--- config.mk ---
export PLATFORM = sky130hd
export DESIGN_NAME = counter_arb
export DESIGN_NICKNAME = d
export VERILOG_FILES = /design/src/rtl/counter_arb_pkg.sv /design/src/rtl/rr_pick.sv /design/src/rtl/counter_arb.sv
export SDC_FILE = /design/constraint.sdc
export NUM_CORES = 1
export LEC_CHECK = 0
export BUFFER_PORTS_ARGS = -buffer_cell sky130_fd_sc_hd__buf_4
export CAP_MARGIN = 15
export CELL_PAD_IN_SITES_DETAIL_PLACEMENT = 1
export CELL_PAD_IN_SITES_GLOBAL_PLACEMENT = 1
export CORE_UTILIZATION = 44
export DETAILED_ROUTE_END_ITERATION = 12
export GPL_ROUTABILITY_DRIVEN = 0
export PLACE_DENSITY_LB_ADDON = 0.05
export SYNTH_ARGS = -nofsm -noshare
export SYNTH_HDL_FRONTEND = slang
export SYNTH_HIERARCHICAL = 1
export SYNTH_SLANG_ARGS = --single-unit
--- constraint.sdc ---
create_clock -name clk -period 5.1 [get_ports clk]
set_input_delay 1.02 -clock clk [delete_from_list [all_inputs] [get_ports clk]]
set_output_delay 1.02 -clock clk [all_outputs]
set_load 0.05 [all_outputs]
--- src/rtl/counter_arb_pkg.sv ---
// Shared types and default parameter values for the counter arbiter slice.
// Imported by counter_arb and rr_pick.
package counter_arb_pkg;

    typedef enum logic [0:0] {
        ST_IDLE   = 1'b0,
        ST_LOCKED = 1'b1
    } arb_state_e;

    localparam int unsigned DEF_W        = 10;
    localparam int unsigned DEF_N        = 4;
    localparam int unsigned DEF_LOCK_MAX = 8;

endpackage

--- src/rtl/rr_pick.sv ---
// Round-robin priority picker: first requester after ptr (ptr+1, ptr+2, ... mod N) wins.
// Purely combinational; returns one-hot grant, its index and a valid flag.
module rr_pick
    import counter_arb_pkg::*;
#(
    parameter int unsigned N  = DEF_N,
    parameter int unsigned PW = $clog2(N)
) (
    input  logic [N-1:0]  req,
    input  logic [PW-1:0] ptr,
    output logic [N-1:0]  gnt,
    output logic [PW-1:0] idx,
    output logic          valid
);

    logic [PW:0] pos;

    always_comb begin
        gnt   = '0;
        idx   = '0;
        valid = 1'b0;
        pos   = '0;
        // ptr < N and offset <= N, so a single conditional subtract wraps the index
        for (int unsigned k = 1; k <= N; k++) begin
            pos = {1'b0, ptr} + (PW+1)'(k);
            if (pos >= (PW+1)'(N)) begin
                pos = pos - (PW+1)'(N);
            end
            if (!valid && req[pos[PW-1:0]]) begin
                valid = 1'b1;
                idx   = pos[PW-1:0];
            end
        end
        if (valid) begin
            gnt = N'(1) << idx;
        end
    end

endmodule

--- src/rtl/counter_arb.sv ---
// Shared counter arbitrated between N requesters, round-robin with optional
// bounded lock; each transfer clears or increments the counter (wrap at LIMIT).
module counter_arb
    import counter_arb_pkg::*;
#(
    parameter int unsigned W        = DEF_W,
    parameter int unsigned N        = DEF_N,
    parameter int unsigned LIMIT    = 2**(W-1) - 1,
    parameter int unsigned LOCK_MAX = DEF_LOCK_MAX
) (
    input  logic         clk,
    input  logic         rst_n,
    input  logic [N-1:0] req,
    input  logic [N-1:0] clr,
    input  logic [N-1:0] lock,
    output logic [N-1:0] gnt,
    output logic [W-1:0] count,
    output logic         wrap,
    output logic         locked
);

    localparam int unsigned PW = $clog2(N);
    localparam int unsigned CW = $clog2(LOCK_MAX + 1);

    arb_state_e    state_q, state_d;
    logic [PW-1:0] ptr_q, ptr_d;
    logic [PW-1:0] owner_q, owner_d;
    logic [CW-1:0] lcnt_q, lcnt_d;
    logic [W-1:0]  count_q, count_d;
    logic          wrap_q, wrap_d;

    logic [N-1:0]  pick_gnt;
    logic [PW-1:0] pick_idx;
    logic          pick_valid;
    logic          owner_req;
    logic          xfer;
    logic [PW-1:0] xfer_idx;
    logic [CW-1:0] lcnt_inc;

    rr_pick #(
        .N  (N),
        .PW (PW)
    ) u_pick (
        .req   (req),
        .ptr   (ptr_q),
        .gnt   (pick_gnt),
        .idx   (pick_idx),
        .valid (pick_valid)
    );

    assign owner_req = req[owner_q];

    // Grant path: held at zero through reset so no operation is ever accepted there
    always_comb begin
        gnt      = '0;
        xfer     = 1'b0;
        xfer_idx = owner_q;
        if (rst_n) begin
            if (state_q == ST_LOCKED) begin
                if (owner_req) begin
                    gnt  = N'(1) << owner_q;
                    xfer = 1'b1;
                end
            end else if (pick_valid) begin
                gnt      = pick_gnt;
                xfer     = 1'b1;
                xfer_idx = pick_idx;
            end
        end
    end

    always_comb begin
        state_d  = state_q;
        ptr_d    = ptr_q;
        owner_d  = owner_q;
        lcnt_d   = lcnt_q;
        count_d  = count_q;
        wrap_d   = 1'b0;
        lcnt_inc = lcnt_q + CW'(1);

        if (xfer) begin
            if (clr[xfer_idx]) begin
                count_d = '0;
            end else if (count_q == W'(LIMIT)) begin
                count_d = '0;
                wrap_d  = 1'b1;
            end else begin
                count_d = count_q + W'(1);
            end
        end

        case (state_q)
            ST_IDLE: begin
                if (xfer) begin
                    ptr_d = xfer_idx;
                    if (lock[xfer_idx]) begin
                        if (LOCK_MAX > 1) begin
                            state_d = ST_LOCKED;
                            owner_d = xfer_idx;
                            lcnt_d  = CW'(1);
                        end
                    end
                end
            end
            ST_LOCKED: begin
                // Release parks ptr on the owner so it becomes lowest priority
                if (!owner_req || !lock[owner_q] || lcnt_inc == CW'(LOCK_MAX)) begin
                    state_d = ST_IDLE;
                    ptr_d   = owner_q;
                    lcnt_d  = '0;
                end else begin
                    lcnt_d = lcnt_inc;
                end
            end
            default: begin
                state_d = ST_IDLE;
            end
        endcase
    end

    always_ff @(posedge clk) begin
        if (!rst_n) begin
            state_q <= ST_IDLE;
            ptr_q   <= PW'(N - 1);
            owner_q <= '0;
            lcnt_q  <= '0;
            count_q <= '0;
            wrap_q  <= 1'b0;
        end else begin
            state_q <= state_d;
            ptr_q   <= ptr_d;
            owner_q <= owner_d;
            lcnt_q  <= lcnt_d;
            count_q <= count_d;
            wrap_q  <= wrap_d;
        end
    end

    assign count  = count_q;
    assign wrap   = wrap_q;
    assign locked = (state_q == ST_LOCKED);

    logic started_q;

    always_ff @(posedge clk) begin
        started_q <= 1'b1;
        if (started_q !== 1'b1) begin
            a_init_rst : assume (!rst_n);
        end
        a_rst_gnt : assert (rst_n || gnt == '0);
        if (rst_n) begin
            a_onehot  : assert ($onehot0(gnt));
            a_gnt_req : assert ((gnt & ~req) == '0);
            a_limit   : assert (count_q <= W'(LIMIT));
            a_owner   : assert (!locked || ({1'b0, owner_q} < (PW+1)'(N)));
        end
    end

endmodule
Word level (Yosys, flattened, before mapping)
Index checks and enable logic that the tools add are counted.
{ "totals": {"input_bits": 14, "out_inout_bits": 16, "register_bits": 20} }
{ "classes": {"n_mux": 53, "n_eq_ne": 5, "addsub": 10, "order_cmp": 10, "n_shift": 2, "n_bitwise": 3, "reduce_logical": 14} }
{ "op_table": {"columns": ["cell", "count"], "rows": [
  ["$mux W4", 7],
  ["$mux W2", 13],
  ["$mux W1", 20],
  ["$mux W10", 2],
  ["$lt A2 B3 Y1 const B", 6],
  ["$bmux W1 S2", 8],
  ["$ge A3 B3 Y1 const B", 4],
  ["$add A10 B1 Y10 const B", 1],
  ["$eq A10 B9 Y1 const B", 1],
  ["$pmux W4 S2", 1],
  ["$shl A1 B2 Y4 const A", 2],
  ["$sub A2 B1 Y2 const B", 4],
  ["$add A2 B2 Y3 const B", 2],
  ["$logic_not A1 Y1", 5],
  ["$add A4 B1 Y4 const B", 1],
  ["$eq A4 B4 Y1 const B", 1],
  ["$ne A2 B2 Y1 const B", 2],
  ["$pmux W2 S2", 1],
  ["$reduce_and A2 Y1", 2],
  ["$add A2 B1 Y3 const B", 1],
  ["$add A2 B3 Y3 const B", 1],
  ["$logic_and A1 B1 Y1", 3],
  ["$not A1 Y1", 3],
  ["$reduce_and A3 Y1", 1],
  ["4 further kinds", 5]
]} }

Logic depth before layout (Yosys ltp)
{ "depth": {"ltp_word": 23, "ltp_mapped": 11} }

By module
Netlist, hierarchy kept.
{ "modules_own_cells": {"columns": ["module", "area_each_um2", "instances", "cells_each"], "rows": [
  ["counter_arb", 1385.1, 1, 153],
  ["rr_pick", 201.4, 1, 30]
]} }

Worst setup path before layout
Ideal clock, no wire load.
{ "synth_timing": {"path_kind": "input-to-output", "start": "input port req[1]", "end": "output port gnt[0]", "path_buffers": 0, "setup_slack_ps": 1385, "t_arrival_ps": 2695, "path_stages": 4, "cell_sequence": "mux4_2 and2_4 nand2_1 o31ai_1"} }
{ "synth_via": {"elab_chain_cells": 16} }
{ "synth_lines": {"columns": ["item", "line_no", "rtl"], "rows": [
  ["from (decl)", "counter_arb.sv:13", "input logic [N-1:0] req,"],
  ["$bmux W1 S2", "rr_pick.sv:29", "if (!valid && req[pos[PW-1:0]]) begin"],
  ["$mux W1 (implied by the code)", "rr_pick.sv:29", null],
  ["$mux W1", "rr_pick.sv:29", null],
  ["$logic_not A1 Y1", "rr_pick.sv:29", null],
  ["$logic_and A1 B1 Y1", "rr_pick.sv:29", null],
  ["$mux W1", "rr_pick.sv:29", null],
  ["$logic_not A1 Y1", "rr_pick.sv:29", null],
  ["$logic_and A1 B1 Y1", "rr_pick.sv:29", null],
  ["$mux W1", "rr_pick.sv:29", null],
  ["$logic_not A1 Y1", "rr_pick.sv:29", null],
  ["$logic_and A1 B1 Y1", "rr_pick.sv:29", null],
  ["$mux W2", "rr_pick.sv:29", null],
  ["$shl A1 B2 Y4", "rr_pick.sv:35", "gnt = N'(1) << idx;"],
  ["$mux W4", "counter_arb.sv:64", "end else if (pick_valid) begin"],
  ["$mux W4 *", "counter_arb.sv:59", "if (state_q == ST_LOCKED) begin"],
  ["$mux W4 *", "counter_arb.sv:58", "if (rst_n) begin"],
  ["to (decl)", "counter_arb.sv:16", "output logic [N-1:0] gnt,"]
]} }
Mark *: on every way between the ends. The rest lies on a longest branch, timed or not. The select of a mux whose other input is x is not followed.

Final worst setup path
{ "layout_timing": {"start": "input port req[3]", "end": "output port gnt[1]"} }
{ "layout_lines": {"columns": ["item", "line_no", "rtl"], "rows": [
  ["$bmux W1 S2", "rr_pick.sv:29", null],
  ["$mux W1 (implied by the code)", "rr_pick.sv:29", null],
  ["$mux W1", "rr_pick.sv:29", null],
  ["$logic_not A1 Y1", "rr_pick.sv:29", null],
  ["$logic_and A1 B1 Y1", "rr_pick.sv:29", null],
  ["$mux W1", "rr_pick.sv:29", null],
  ["$logic_not A1 Y1", "rr_pick.sv:29", null],
  ["$logic_and A1 B1 Y1", "rr_pick.sv:29", null],
  ["$mux W1", "rr_pick.sv:29", null],
  ["$logic_not A1 Y1", "rr_pick.sv:29", null],
  ["$logic_and A1 B1 Y1", "rr_pick.sv:29", null],
  ["$mux W1 *", "rr_pick.sv:29", null],
  ["via pick_valid", "counter_arb.sv:34", "logic pick_valid;"],
  ["$mux W4 *", "counter_arb.sv:64", null],
  ["$mux W4 *", "counter_arb.sv:59", null],
  ["$mux W4 *", "counter_arb.sv:58", null]
]} }
Mark *: on every way through the listed nets, which the timed path passes. The rest lies on a longest branch. The select of a mux whose other input is x is not followed.

==> run summary <==
Post-Synth XOR/XNOR Area -> 0.552%
Core ar. -> 3390 um2
Post-Syn Area -> 1590 um2
worst clock skew -> 12.6 ps
post-CTS sizing -> 0
most common cell after layout, fill and taps aside -> buf_4
row count -> 21
Final setup violation count -> 0
GR Util All Layers -> 22.5%
mux contribution to synthesized area -> 16.2%
Storage cell area -> 400 um2
type of origin of the critical path -> input port
Adder-Cell Fraction of Synth Area -> 2.37%
DR DRC count -> 0
NumNets Final -> 224
period utilization -> 69.8%
HPWL Detailed -> 3110 um
reg2reg setup slack -> 2360 ps
number of global-route vias before repair -> 1403
Slew @ Worst Pin -> 616 ps
postcts setup bufs -> 0
initial antenna violation count -> 0
largest family of logic cells by synthesized area -> simple AND/OR/NAND/NOR gates
die height -> 62.0 um
# IOs -> 30
First-pass DRT Iterations -> 4
delay-heaviest family, CP -> simple AND/OR/NAND/NOR gates
Syn. warnings -> 6
maximum number of pins on one net before global-route repair -> 34
# clock sinks -> 20
first-pass GRT wire length -> 6380 um
P&R area growth vs syn -> 14.7%
Max VDD drop -> 122 uV
Cell Pwr Density -> 266 nW/um2
Synth Area in Compound Gates -> 22.1%
input/output buffers -> 29
status -> finished clean
CP max-delay cell -> nor2_1
ys flop type -> dfxtp_1
Max clock buf depth -> 2
worst min-delay path startpoint -> count[9]
Die W -> 62.0 um
layout cells sized above 1 -> 25.9%
CTS tree -> done
critical path class -> in -> out
total CTS buffers -> 3
antenna diode count -> 0
max-slew violation count -> 0
Yosys reg bits -> 20
CP cell instances -> buf_4 -> nor2_1 -> nand2_1 -> nor2b_1 -> and2_1 -> a22o_1 -> buf_4
Hold Fails Final Rpt -> 0
Syn Area/Cell -> 8.67 um2
Min-Delay Path Class -> reg -> reg
hold buffers post-CTS -> 0
routed len/inst -> 16.1 um
Cells after Synth -> 183
Cell Area, Placed -> 1800 um2
Max-cap violations -> 0
CP arrival -> 2540 ps
Slew headroom -> 58.9%
via count -> 1498
crit end category -> output port
Most common cell on crit path -> buf_4
sequential-to-total area share from yosys stat -> 25.2%
Multi-input gate area -> 1100 um2
worst-path fanout max -> 9
post-route cell area -> 1820 um2
Post-synth EDFFs -> 0
crit path time final -> 3560 ps
Bufs and invs on worst path -> 2
CP peak stage delay -> 270 ps
H-tree Lvls -> 1
post-route antenna net violation count -> 0
via/cell ratio -> 5.97
maximum clock rate -> 281 MHz
insertion delay to the later sink of the worst-skew pair -> 310 ps
initial core utilization -> 46.8%
commonest non-fill, non-tap cells in the layout -> buf_4 (29), dfxtp_1 (20), nand2_1 (18)
Lkg Pwr -> 0.732 nW
total power -> 485 uW
FILL cells -> 401
clock root cell -> clkbuf_4
setup TNS -> 0 ps
Mapped Nets -> 200
ys async rst share -> 0%
die area -> 3850 um2
Critical Path RT -> 4080 ps
final wirelength -> 4050 um
Netlist cell types -> 54
grt ovf -> 0
Cells after DPL -> 248
unrepaired setup endpoints after global routing -> no
simple-gate share of the synthesized area -> 27.8%
Critical Path Start -> req[3]
drt initial violations -> 60
Post-Layout Cell Count -> 251
FF-to-FF Start -> ptr_q[1]
Clock transition at path regs -> 100 ps
state kept, by name, indices dropped and copies added (netlist names):
| name | cells |
|---|---|
| count | 10 |
| lcnt_q | 4 |
| locked | 1 |
| owner_q | 2 |
| ptr_q | 2 |
| wrap | 1 |
kinds of logic after synthesis:
kind of cell | after synthesis
and+or+nand+nor | 77
AOI/OAI and AO/OA | 45
muxes | 20
DFF | 20
buffers and inverters | 17
adders and majority gates | 3
xor gates and xnor gates | 1
stage by stage:
step / utilization [%] / setup slack, ps / hold slack [ps]
after floorplan: - / 1380 / 487
after global placement: 53.0 / 1650 / 467
after detailed placement: 53.0 / 1560 / 478
after CTS: 53.7 / 1550 / 518
after global routing: 53.7 / 1480 / 551
final: 53.7 / 1540 / 513
layout make-up:
class | count | share of cell area (%)
multi-input cells | 146 | 60.2
flip-flops and latches | 20 | 22.0
repair buffers | 29 | 12.0
well taps | 46 | 3.16
inverters | 7 | 1.44
clock buffers | 3 | 1.24
power breakdown:
group	leakage (nW)	switching, mW	internal (mW)	total, mW
Sequential	0.163	0.0306	0.169	0.199
Combinational	0.556	0.117	0.0919	0.209
Clock	0.0138	0.0490	0.0276	0.0766
synth_stat cells, drive strengths merged, types with 2 or more instances:
master   n  area share (%)
a21oi    5             1.8
a221oi   2             1.5
a22o     5             2.8
a31oi    4             1.6
a41oi    4             2.2
and2     4             1.7
and3     4             1.6
buf      8             3.5
clkbuf   2            0.47
dfxtp   20              25
ha       3             2.4
inv      7             1.7
mux2     3             2.4
mux2i   14             9.6
mux4     3             4.3
nand2   18             4.3
nand2b   9             4.0
nand3   12             4.1
nand3b   2             1.7
nand4    8             3.5
nor2    10             2.4
nor2b    4             1.6
nor3b    2            0.95
o21a     3             1.4
o21ai    4             1.3
o221a    2             1.4
o22ai    6             2.4
metal layers:
metal	track usage [%]	vias up	part of all wire [%]
li1	-	739	-
met5	0	-	0
met2	37.7	28	50
met4	7.94	0	0.57
met3	4.97	4	3.9
met1	28.5	727	46
final timing paths:
kind / to / depth (start not counted)
min reg2reg: count[9] / 1
min: count[9] / 1
max: gnt[1] / 7
max reg2reg: lcnt_q[2] / 8
worst register-to-register path: cells and delay by family (launching register included):
family	cells	cell delay, ps
and+or+nand+nor	3	730
AOI/OAI and AO/OA	4	810
DFF	1	570
muxes	1	570
Note: power is estimated with default switching activity, not from simulation.
